[src/rtl/interval_arbiter_pkg.sv]
// Shared types and default widths for the interval arbiter slice.
package interval_arbiter_pkg;
    localparam int NREQ_DEF = 4;
    localparam int CW_DEF   = 4;

    typedef enum logic [1:0] {
        IDLE = 2'd0,
        RUN  = 2'd1,
        DONE = 2'd2
    } state_t;
endpackage

[src/rtl/interval_arbiter_if.sv]
// Request/grant/status bundle between requesters and the interval arbiter.
interface interval_arbiter_if
    import interval_arbiter_pkg::*;
#(
    parameter int NREQ = NREQ_DEF,
    parameter int CW   = CW_DEF
);
    localparam int IW = (NREQ > 1) ? $clog2(NREQ) : 1;

    logic                 enable;
    logic [NREQ-1:0]      req;
    logic [NREQ*CW-1:0]   len;
    logic [NREQ-1:0]      grant;
    logic                 busy;
    logic                 done;
    logic [IW-1:0]        done_id;
    logic                 aborted;
    logic [CW-1:0]        counter_out;

    modport master (
        output enable, req, len,
        input  grant, busy, done, done_id, aborted, counter_out
    );

    modport slave (
        input  enable, req, len,
        output grant, busy, done, done_id, aborted, counter_out
    );
endinterface

[src/rtl/interval_arbiter_counter.sv]
// Shared CW-bit up-counter; clear dominates increment.
module interval_counter #(
    parameter int CW = 4
) (
    input  logic          clk,
    input  logic          sclr,
    input  logic          inc,
    output logic [CW-1:0] count
);
    always_ff @(posedge clk) begin
        if (sclr)
            count <= '0;
        else if (inc)
            count <= count + CW'(1);
    end
endmodule

[src/rtl/interval_arbiter.sv]
// Round-robin owner of the shared interval counter.
// state | meaning
// IDLE  | counter held at 0, waiting for any req
// RUN   | grant[sel] high, counting enabled ticks up to latched target
// DONE  | one-cycle done pulse with done_id/aborted, counter cleared
module interval_arbiter
    import interval_arbiter_pkg::*;
#(
    parameter int NREQ = NREQ_DEF,
    parameter int CW   = CW_DEF
) (
    input logic               clk,
    input logic               reset,
    interval_arbiter_if.slave bus
);
    localparam int IW = (NREQ > 1) ? $clog2(NREQ) : 1;

    state_t          state;
    logic [IW-1:0]   sel;
    logic [IW-1:0]   ptr;
    logic [IW-1:0]   nxt;
    logic [CW-1:0]   target;
    logic [CW-1:0]   count;
    logic [NREQ-1:0] grant;
    logic            busy;
    logic            done;
    logic [IW-1:0]   done_id;
    logic            aborted;
    logic            hit;
    logic            inc;
    logic            sclr;

    // Lowest offset from ptr+1 wins; offsets are walked high to low so the nearest sticks.
    function automatic logic [IW-1:0] rr_pick(input logic [NREQ-1:0] r, input logic [IW-1:0] p);
        logic [IW-1:0] pick;
        int            idx;
        pick = p;
        for (int k = NREQ; k >= 1; k--) begin
            idx = (int'(p) + k) % NREQ;
            if (r[idx])
                pick = IW'(idx);
        end
        return pick;
    endfunction

    assign nxt  = rr_pick(bus.req, ptr);
    assign hit  = (count == target);
    assign inc  = (state == RUN) & bus.enable & ~hit;
    assign sclr = reset | (state != RUN);

    interval_counter #(.CW(CW)) u_counter (
        .clk   (clk),
        .sclr  (sclr),
        .inc   (inc),
        .count (count)
    );

    always_ff @(posedge clk) begin
        if (reset) begin
            state   <= IDLE;
            ptr     <= IW'(NREQ - 1);
            sel     <= '0;
            target  <= '0;
            grant   <= '0;
            busy    <= 1'b0;
            done    <= 1'b0;
            done_id <= '0;
            aborted <= 1'b0;
        end else begin
            done    <= 1'b0;
            aborted <= 1'b0;
            case (state)
                IDLE: begin
                    if (|bus.req) begin
                        state  <= RUN;
                        sel    <= nxt;
                        ptr    <= nxt;
                        target <= bus.len[int'(nxt)*CW +: CW];
                        grant  <= NREQ'(1) << nxt;
                        busy   <= 1'b1;
                    end
                end
                RUN: begin
                    // Completion is checked first so a same-cycle req drop is not an abort.
                    if (hit && bus.enable) begin
                        state   <= DONE;
                        grant   <= '0;
                        done    <= 1'b1;
                        done_id <= sel;
                    end else if (!bus.req[sel]) begin
                        state   <= DONE;
                        grant   <= '0;
                        done    <= 1'b1;
                        done_id <= sel;
                        aborted <= 1'b1;
                    end
                end
                DONE: begin
                    state <= IDLE;
                    busy  <= 1'b0;
                end
                default: begin
                    state <= IDLE;
                    grant <= '0;
                    busy  <= 1'b0;
                end
            endcase
        end
    end

    assign bus.grant       = grant;
    assign bus.busy        = busy;
    assign bus.done        = done;
    assign bus.done_id     = done_id;
    assign bus.aborted     = aborted;
    assign bus.counter_out = count;
endmodule

[src/flat_wrapper.sv]
// flat-port wrapper written by rule: the top's interface ports become plain ports
module interval_arbiter_flat import interval_arbiter_pkg::*;
#(
    parameter int NREQ = NREQ_DEF,
    parameter int CW   = CW_DEF
)
  (clk, reset, bus_enable, bus_req, bus_len, bus_grant, bus_busy, bus_done, bus_done_id, bus_aborted, bus_counter_out);
  interval_arbiter_if #(.NREQ(NREQ), .CW(CW)) bus_i ();
  input logic clk;
  input logic reset;
  input wire logic [$bits(bus_i.enable)-1:0] bus_enable;
  input wire logic [$bits(bus_i.req)-1:0] bus_req;
  input wire logic [$bits(bus_i.len)-1:0] bus_len;
  output wire logic [$bits(bus_i.grant)-1:0] bus_grant;
  output wire logic [$bits(bus_i.busy)-1:0] bus_busy;
  output wire logic [$bits(bus_i.done)-1:0] bus_done;
  output wire logic [$bits(bus_i.done_id)-1:0] bus_done_id;
  output wire logic [$bits(bus_i.aborted)-1:0] bus_aborted;
  output wire logic [$bits(bus_i.counter_out)-1:0] bus_counter_out;
  assign bus_i.enable = bus_enable;
  assign bus_i.req = bus_req;
  assign bus_i.len = bus_len;
  assign bus_grant = bus_i.grant;
  assign bus_busy = bus_i.busy;
  assign bus_done = bus_i.done;
  assign bus_done_id = bus_i.done_id;
  assign bus_aborted = bus_i.aborted;
  assign bus_counter_out = bus_i.counter_out;
  interval_arbiter #(.NREQ(NREQ), .CW(CW)) u_core (.clk(clk), .reset(reset), .bus(bus_i));
endmodule
[config.mk]
export PLATFORM = sky130hd
export DESIGN_NAME = interval_arbiter_flat
export DESIGN_NICKNAME = d
export VERILOG_FILES = /design/src/rtl/interval_arbiter_pkg.sv /design/src/rtl/interval_arbiter_if.sv /design/src/rtl/interval_arbiter_counter.sv /design/src/rtl/interval_arbiter.sv /design/src/flat_wrapper.sv
export SDC_FILE = /design/constraint.sdc
export NUM_CORES = 1
export LEC_CHECK = 0
export CORE_MARGIN = 3
export CORE_UTILIZATION = 44
export CTS_BUF_LIST = sky130_fd_sc_hd__clkbuf_8
export DETAILED_ROUTE_END_ITERATION = 8
export PLACE_DENSITY_LB_ADDON = 0.3
export SETUP_SLACK_MARGIN = 0.3
export SLEW_MARGIN = 15
export SYNTH_ARGS = -nofsm -noshare
export SYNTH_HDL_FRONTEND = slang
export SYNTH_SLANG_ARGS = --single-unit
[constraint.sdc]
create_clock -name clk -period 1.5 [get_ports clk]
set_input_delay 0.15 -clock clk [delete_from_list [all_inputs] [get_ports clk]]
set_output_delay 0.15 -clock clk [all_outputs]
set_load 0.01 [all_outputs]
Yosys cells after proc, flatten, opt, wreduce, memory -nomap -nowiden
Index checks and enable logic that the tools add are counted.
- memory bits (read-only): 0
- bits in latches: 0
- output and inout bits: 13
- memories: 0
- RAM bits: 0
- input port bits: 23
- register bits after elaboration: 23
- word-level logic and storage cells: 85
- add/sub/neg operators: 5
- multipliers: 0
- bitwise gates (word level): 10
- shift-type cells: 2
- $lt $le $gt $ge: 5
- multiplexer cells: 32
- div/mod/pow operators: 0
- equal/unequal tests: 7
- reduce and logical (&&, ||, !) cells: 14
- operators with widths (kind ; count):
    $mux W2 ; 9
    $lt A3 B4 Y1 const B ; 4
    $shiftx A16 B5 Y4 ; 1
    $mux W1 ; 12
    $mux W4 ; 3
    $pmux W4 S3 ; 1
    $bmux W1 S2 ; 5
    $reduce_or A2 Y1 ; 5
    $reduce_and A2 Y1 ; 4
    $ne A2 B1 Y1 const B ; 3
    $add A2 B1 Y2 const B ; 2
    $add A2 B2 Y2 const B ; 2
    $add A4 B1 Y4 const B ; 1
    $and A1 B1 Y1 const A ; 4
    $eq A4 B4 Y1 ; 1
    $pmux W2 S2 ; 1
    $reduce_or A4 Y1 ; 1
    $shl A1 B2 Y4 const A ; 1
    $lt A2 B3 Y1 const B ; 1
    $ne A3 B3 Y1 const B ; 1
    $not A1 Y1 ; 3
    $reduce_and A3 Y1 ; 1
    $reduce_or A3 Y1 ; 1
    $and A1 B1 Y1 ; 2
    other kinds (6) ; 6

Logic depth before layout (Yosys ltp)
Gate-level depths: netlist of run 1.
- depth after elaboration: 13
- mapped depth: 6
- gate-level depth less buffers: 5

Hierarchy
From an unflattened synthesis of run 1, not the netlist that was laid out.
- cells, all modules: 121
- area, all modules: 1188.6 um2
- modules (own cells, without submodules) (module ; cells an instance ; sequential area each (um2) ; area an instance (um2) ; instances):
    interval_arbiter ; 105 ; 380.4 ; 1009.7 ; 1
    interval_counter ; 16 ; 80.1 ; 178.9 ; 1

Least setup slack after synthesis of run 1
Ideal clock, no wire load.
- kind: register -> register
- from: register u_core.u_counter.count[0]
- to: register u_core.done_id[0], in the netlist u_core.bus.done_id[0]
- setup slack: -0.091 ns
- data required time: 1.428 ns
- library setup time: 0.072 ns
- clock period less this slack: 1.591 ns
- data arrival time: 1.519 ns
- cell stages (with the launch flop): 6
- buffers on the path: 0
- path through: dfxtp_1 > xor2_2 > nor4_4 > nand2_1 > a21oi_2 > mux2i_1
- longest elaborated chain between the ends: 4
- elaborated cells between the ends (all ways): 5
- classes of those cells: 2 x eq/ne; 1 x mux; 2 x reduce/logical
- RTL lines (element ; RTL line ; text):
    start: declaration ; interval_arbiter_counter.sv:8 ; output logic [CW-1:0] count
    start signal: assignment ; interval_arbiter_counter.sv:14 ; count <= count + CW'(1);
    $eq A4 B4 Y1 * ; interval_arbiter.sv:47 ; assign hit = (count == target);
    $logic_and A1 B1 Y1 * ; interval_arbiter.sv:85 ; if (hit && bus.enable) begin
    $ne A2 B1 Y1 (no line) ; - ;
    $reduce_and A2 Y1 (no line) ; - ;
    end signal: assignment ; interval_arbiter.sv:89 ; done_id <= sel;
    end signal: assignment ; interval_arbiter.sv:94 ; done_id <= sel;
    end: declaration ; interval_arbiter.sv:27 ; logic [IW-1:0] done_id;
Every way passes the cells marked *; elsewhere a longest branch is shown, timed or not.
A chain may end at the register's enable or synchronous reset.

Worst setup path after layout of run 1
- from: register u_core.target[1]
- to: register u_core.grant[2], in the netlist u_core.bus.grant[2]
- longest elaborated chain between the ends: 4
- elaborated cells between the ends (all ways): 6
- classes of those cells: 2 x eq/ne; 2 x mux; 2 x reduce/logical
- RTL lines (element ; RTL line ; text):
    start: declaration ; interval_arbiter.sv:22 ; logic [CW-1:0] target;
    start signal: assignment ; interval_arbiter.sv:78 ; target <= bus.len[int'(nxt)*CW +: CW];
    $eq A4 B4 Y1 * ; interval_arbiter.sv:47 ;
    $logic_and A1 B1 Y1 * ; interval_arbiter.sv:85 ;
    $ne A3 B3 Y1 (no line) / $mux W4 (equally long branches) ; - ;
    $reduce_and A3 Y1 (no line) / $pmux W4 S3 (equally long branches) ; - ;
    end signal: assignment ; interval_arbiter.sv:79 ; grant <= NREQ'(1) << nxt;
    end: declaration ; interval_arbiter.sv:24 ; logic [NREQ-1:0] grant;
Marked as above.

==> flow_summary.json, run 1 <==
{
  "grt_overflow": 0,
  "synth_cells": 122,
  "yosysWarnings": 0,
  "start_kind": "flip-flop",
  "drive_gt1_share_pct": 51.56,
  "pwr-share-clk_pct": 13.3,
  "rows": 18,
  "ys_seq_area_share_pct": 37.25,
  "finalSetupViolations": 9,
  "ys_ff_latch": 23,
  "place_congestion": 0.7613,
  "cts.sinks": 23,
  "rrSetupSlack_ps": -170,
  "skew_ps": 5.450,
  "synthesis.nets": 146,
  "synth_top_area_share_pct": 37.25,
  "power.internal_mw": 1.868,
  "drcViolationCount": 0,
  "maxCapViolCount": 0,
  "min_to": "u_core.bus.done_id[1]",
  "ctsHoldBuffers": 0,
  "clock_latency_ps": 270,
  "endpoint_kind": "flip-flop",
  "drv_slew": 0,
  "synthTopCellsByCount": "dfxtp_1 (23), nor2_1 (12), mux2i_1 (11), nand2b_1 (9), a21oi_1 (6)",
  "antenna_found_initial": 0,
  "drt_iter0_markers": 37,
  "power.leakage_nw": 0.8840,
  "yosysMostFrequentCell": "dfxtp_1",
  "grt_pass1_vias": 1187,
  "violations": "negative setup slack",
  "fp.dieH_um": 59.01,
  "wirelength_mm": 3.723,
  "synth.distinct_cells": 39,
  "detailroute.via_count": 1218,
  "netlist_area_um2": 1236,
  "grt_max_degree": 14,
  "tightestPinTransition_ps": 409.6,
  "crit_path_max_incr_delay_ps": 410,
  "clock_path_buffers": 2,
  "cp_max_fo": 4,
  "hold_depth": 2,
  "worstReg2RegStart": "u_core.target[1]",
  "die_w_um": 59.01,
  "crit_slowest_cell": "a2111oi_4",
  "total_power_mw": 2.993,
  "num_antenna_cells": 0,
  "gr-usage-all-layers_pct": 20.99,
  "rr_worst_depth": 6,
  "switching_share_pct": 37.59,
  "min-delay-start": "u_core.bus.done_id[1]",
  "placed_cells": 204,
  "final_util_pct": 83.72,
  "vias_per_cell": 5.486,
  "synth_edf_count": 0,
  "drt_pre_antenna_iters": 4,
  "p_sw_mw": 1.125,
  "critPathKind": "reg2reg",
  "seqPwrFrac_pct": 31.1,
  "core_area_um2": 2567,
  "ant_nets": 0,
  "grt_pass1_wl_mm": 5.526,
  "rsz0062_at_grt": "yes",
  "ctsHtreeMaxLevel": 1,
  "io_buffers": 35,
  "status": "finished with violations",
  "clockRootBuffer": "clkbuf_8",
  "design_area_um2": 2150,
  "synth_top_area_cell": "dfxtp_1",
  "crit_chain": "xor2_4 > nor4_4 > buf_4 > a2111oi_4 > o21ai_1 > a21oi_1",
  "die_area_um2": 3482,
  "async_flop_share_pct": 0,
  "fin_ws_ps": -169.7,
  "place_area_um2": 1879,
  "start_util_pct": 48.15,
  "fin_cells": 222,
  "cts_tree": "built",
  "area_growth_pct": 73.89,
  "io_pins": 36,
  "cts.reportedPaths.clkPinSlew_ps": 90,
  "holdCritPathClass": "reg2reg",
  "numCtsBuffers": 3,
  "wire_per_inst_um": 16.77,
  "synth.area.top_cells": "dfxtp_1 (37%), mux2i_1 (8.9%), xor2_2 (5.3%)",
  "place_hpwl_mm": 2.340,
  "holdWs_ps": 474.9,
  "peakVddDrop_v": 0.0009900,
  "combPwrFrac_pct": 55.6,
  "min_period_over_period_pct": 111.3,
  "avgSynthCellArea_um2": 10.13,
  "nNetsFinal": 217,
  "required_ps": 1700,
  "fmax_mhz": 598.9,
  "final.min_clock_period_ps": 1670,
  "arrival_ps": 1870,
  "maxSlewHeadroom_pct": 72.70,
  "hold_violations": 0,
  "worst_r2r_endpoint": "u_core.bus.grant[2]",
  "synth_ff_type": "dfxtp_1",
  "powerDensity_nw_per_um2": 1392
}
-- cell usage in the layout (no fill, tap or decap), drive strengths merged, types with 2 or more instances in the layout --
cell,instances
o21bai,5
o21ai,8
nor2,12
buf,35
inv,3
dfxtp,23
clkbuf,6
dlygate4sd2,9
nand2,5
nor2b,4
or3,2
xor2,5
mux2i,11
a221oi,4
nor3b,2
clkdlybuf4s50,18
a21oi,8
nand2b,9
nor3,3
clkdlybuf4s15,3
nor4,2
-- what timing repair did --
action                                  4_1_cts  5_1_grt
endpoints found under the setup margin       36       24
cloned                                        0        0
buffers inserted                              8        6
pin swaps                                    13        9
resized for setup                            52       24
-- power groups by stage --
stage                     Clock [mW]  Combinational (mW)  Sequential [mW]
final                          0.398                1.67            0.930
after global routing           0.431                1.77            0.949
after CTS                      0.412                1.44            0.924
after detailed placement           0                1.26            0.921
after global placement             0                1.23            0.916
after floorplan                    0               0.788            0.927
-- flip-flops by register name (all words and copies together), names as in the netlist --
| register | count |
|---|---|
| u_core.sel | 2 |
| u_core.state | 2 |
| u_core.bus.done_id | 2 |
| u_core.u_counter.count | 4 |
| u_core.bus.grant | 4 |
| u_core.bus.aborted | 1 |
| u_core.target | 4 |
| u_core.bus.done | 1 |
| u_core.bus.busy | 1 |
| u_core.ptr | 2 |
-- worst max-delay path: cells and delay by family, from the launching register on --
family	cells	cell delay [ps]
XOR/XNOR	1	220
AO/OA/AOI/OAI	3	750
AND/OR/NAND/NOR	1	80
flip-flops	1	380
buffers and inverters	1	160
-- cell type report --
| cell class | count | area, µm² |
|---|---|---|
| tap | 30 | 37.54 |
| clock inverter | 1 | 5.005 |
| sequential | 23 | 498.0 |
| multi-input combinational | 93 | 945.9 |
| timing repair buffer | 69 | 610.6 |
| clock buffer | 3 | 41.29 |
| fill | 146 | 417.9 |
| inverter | 3 | 11.26 |
-- metrics by stage --
step                TNS (ps)  setup slack, ps
floorplan                  0            34.76
global placement       -4631           -331.4
detailed placement     -5629           -462.4
CTS                   -270.2           -59.44
global route           -1370           -191.7
finish                -675.5           -169.7
-- kinds of logic after synthesis --
family / count (synthesis) / synth area share [%]
DFF: 23 / 37.25
muxes: 12 / 10.73
adders and majority gates: 1 / 1.012
and+or+nand+nor: 41 / 20.14
buffers and inverters: 6 / 2.429
xor gates and xnor gates: 6 / 6.680
AOI/OAI and AO/OA: 33 / 21.76
-- worst max-delay path by stage --
stage | from | to | slack [ps] | cells past startpoint
finish | u_core.target[1] | u_core.bus.grant[2] | -170 | 6
global route | u_core.target[1] | u_core.u_counter.count[1] | -190 | 6
CTS | u_core.target[0] | u_core.bus.grant[0] | -60 | 6
detailed placement | bus_req[2] | u_core.bus.grant[0] | -460 | 6
global placement | bus_req[2] | u_core.bus.grant[0] | -330 | 6
floorplan | u_core.u_counter.count[2] | u_core.bus.done_id[0] | 30 | 5
-- routing by layer --
| layer | part of all wire, % | vias up | global-route usage (%) |
|---|---|---|---|
| met5 | 0 | - | 0 |
| met4 | 2.7 | 0 | 8.414 |
| met3 | 5.2 | 13 | 3.050 |
| met2 | 54 | 46 | 37.70 |
| met1 | 38 | 579 | 24.86 |
| li1 | - | 580 | - |
Power figures use the tool's default switching activity.
==> inputs of run 2 (changes only) <==
CORE_MARGIN = 5   (was 3)
CTS_CLUSTER_SIZE = 28   (was default)
==> run 2 against run 1 <==
Against the previous run: cell count shrank 1.8%; sequential share of layout area shrank 0.28 points; first-iteration DRC count is 43% higher; wire length is 3.3% lower; count of clock-buffer cells in the layout unchanged; non-clock buffer count decreased by 5; via count shrank 2.5%; global-route usage down 1.9 points; clock power shrank 2%; critical path type unchanged; hold slack worse by 2.4 ps; design area rose by 1.2%; the run still ends with negative setup slack left.
==> flow_summary.json, run 2 (synthesis results as in run 1) <==
{
  "status": "finished with violations",
  "violations": "negative setup slack",
  "ant_nets": 0,
  "preCtsSetupSlack_ps": -410.2,
  "arrival_ps": 1720,
  "rr_worst_depth": 7,
  "gr-usage-met2_pct": 35.90,
  "clockRootBuffer": "clkbuf_8",
  "final_util_pct": 79.59,
  "grt_pass1_vias": 1306,
  "fin_ws_ps": -62.27,
  "crit_chain": "xor2_4 > buf_6 > o41ai_4 > buf_4 > nor2_4 > xnor2_2 > nor2_1",
  "switching_share_pct": 36.96,
  "antenna_found_initial": 0,
  "power.internal_mw": 1.853,
  "rsz0062_at_grt": "yes",
  "peakVddDrop_v": 0.001018,
  "detailroute.via_count": 1188,
  "drive_gt1_share_pct": 45.45,
  "fp.dieH_um": 63.01,
  "total_power_mw": 2.940,
  "combPwrFrac_pct": 54.8,
  "vias_per_cell": 5.450,
  "power.leakage_nw": 0.8810,
  "clock_latency_ps": 270,
  "drv_slew": 0,
  "powerDensity_nw_per_um2": 1351,
  "endpoint_kind": "flip-flop",
  "cts_tree": "built",
  "place_hpwl_mm": 2.687,
  "io_buffers": 35,
  "cts.sinks": 23,
  "p_sw_mw": 1.087,
  "core_area_um2": 2734,
  "grt_max_degree": 14,
  "die_w_um": 63.01,
  "min_period_over_period_pct": 104.2,
  "cp.buffers_inverters": 2,
  "wire_per_inst_um": 16.52,
  "final.min_clock_period_ps": 1562,
  "hold_depth": 1,
  "cp_max_fo": 4,
  "critPathKind": "reg2reg",
  "seqPwrFrac_pct": 31.8,
  "rrSetupSlack_ps": -60,
  "top_usage_layer": "met2",
  "maxCapViolCount": 0,
  "die_area_um2": 3970,
  "maxSlewHeadroom_pct": 76.99,
  "grt_use_met1_pct": 20.51,
  "io_pins": 36,
  "fmax_mhz": 640.1,
  "crit_path_max_incr_delay_ps": 370,
  "start_kind": "flip-flop",
  "wirelength_mm": 3.602,
  "largestRegisters": "u_core.bus.grant: 4 flops, u_core.target: 4 flops, u_core.u_counter.count: 4 flops",
  "skew_ps": 5.468,
  "rows": 19,
  "cts.reportedPaths.clkPinSlew_ps": 80,
  "start_util_pct": 45.22,
  "clock_path_buffers": 2,
  "final_common_cell": "clkdlybuf4s50_1",
  "ctsHtreeMaxLevel": 1,
  "grt_overflow": 0,
  "required_ps": 1660,
  "grt_pass1_wl_mm": 6.113,
  "numCtsBuffers": 3,
  "holdCritPathClass": "reg2reg",
  "area_growth_pct": 76.01,
  "crit_cells": 7,
  "path_delay_family": "flip-flops",
  "finalSetupViolations": 9,
  "use_met3_pct": 5.216,
  "hold_violations": 0,
  "place_congestion": 0.7939,
  "drt_pre_antenna_iters": 4,
  "most-common-layout-cells": "clkdlybuf4s50_1 (18), buf_4 (17), nor2_1 (11), dfxtp_1 (11), dlygate4sd2_1 (10)",
  "pwr-share-clk_pct": 13.3,
  "nNetsFinal": 212,
  "drt_iter0_markers": 53,
  "crit_slowest_cell": "dfxtp_4",
  "tightestPinTransition_ps": 345.1,
  "gr-usage-all-layers_pct": 19.06,
  "drcViolationCount": 0,
  "num_antenna_cells": 0
}
==> run 2: changes by cell type in the layout (fill, tap and decap cells not counted), sizes merged <==
cell,before,now
clkdlybuf4s18,1,0
buf,35,30
dlygate4sd2,9,10
==> run 2: worst paths after layout <==
kind,from,endpoint
hold / removal,u_core.bus.busy,u_core.bus.busy
hold reg to reg,u_core.bus.busy,u_core.bus.busy
setup / recovery,u_core.u_counter.count[1],u_core.u_counter.count[2]
setup reg to reg,u_core.u_counter.count[1],u_core.u_counter.count[2]
==> run 2: cell type report <==
cell class              instances  area (µm²)
repair buffers                 64       610.6
flip-flops and latches         23       498.0
well taps                      31       38.79
inverters                       3       11.26
multi-input cells              93       970.9
fillers                       160       558.0
clock buffers                   3       41.29
clock inverters                 1       5.005
==> run 2: power groups by stage <==
stage / Combinational (mW) / Sequential (mW) / Clock, mW
floorplan: 0.788 / 0.927 / 0
global placement: 1.25 / 0.916 / 0
detailed placement: 1.29 / 0.921 / 0
CTS: 1.56 / 0.931 / 0.403
global route: 1.73 / 0.956 / 0.440
finish: 1.61 / 0.936 / 0.392
==> run 2: timing repair <==
item                       4_1_cts  5_1_grt
hold buffers                     0        0
cloned                           1        0
pin swaps                       20       12
resized for setup               64       15
setup endpoints to repair       36       24
setup buffers                    5        1
hold endpoints to repair         0        0
==> run 2: metrics by stage <==
stage / instance area [µm²] / setup TNS (ps) / instances / hold slack, ps
2_1_floorplan: 1348 / 0 / 122 / 248.5
3_3_place_gp: 1896 / -4944 / 207 / 453.8
3_5_place_dp: 1896 / -5956 / 207 / 461.2
4_1_cts: 2135 / -138.9 / 217 / 477.1
5_1_grt: 2176 / -1454 / 218 / 522.2
6_report: 2176 / -179.2 / 218 / 472.4
==> run 2: layer usage <==
metal	part of all wire [%]	wire (µm)
met5	0	0
met4	0.94	34
met3	5.6	202
met2	56	2002
met1	38	1362
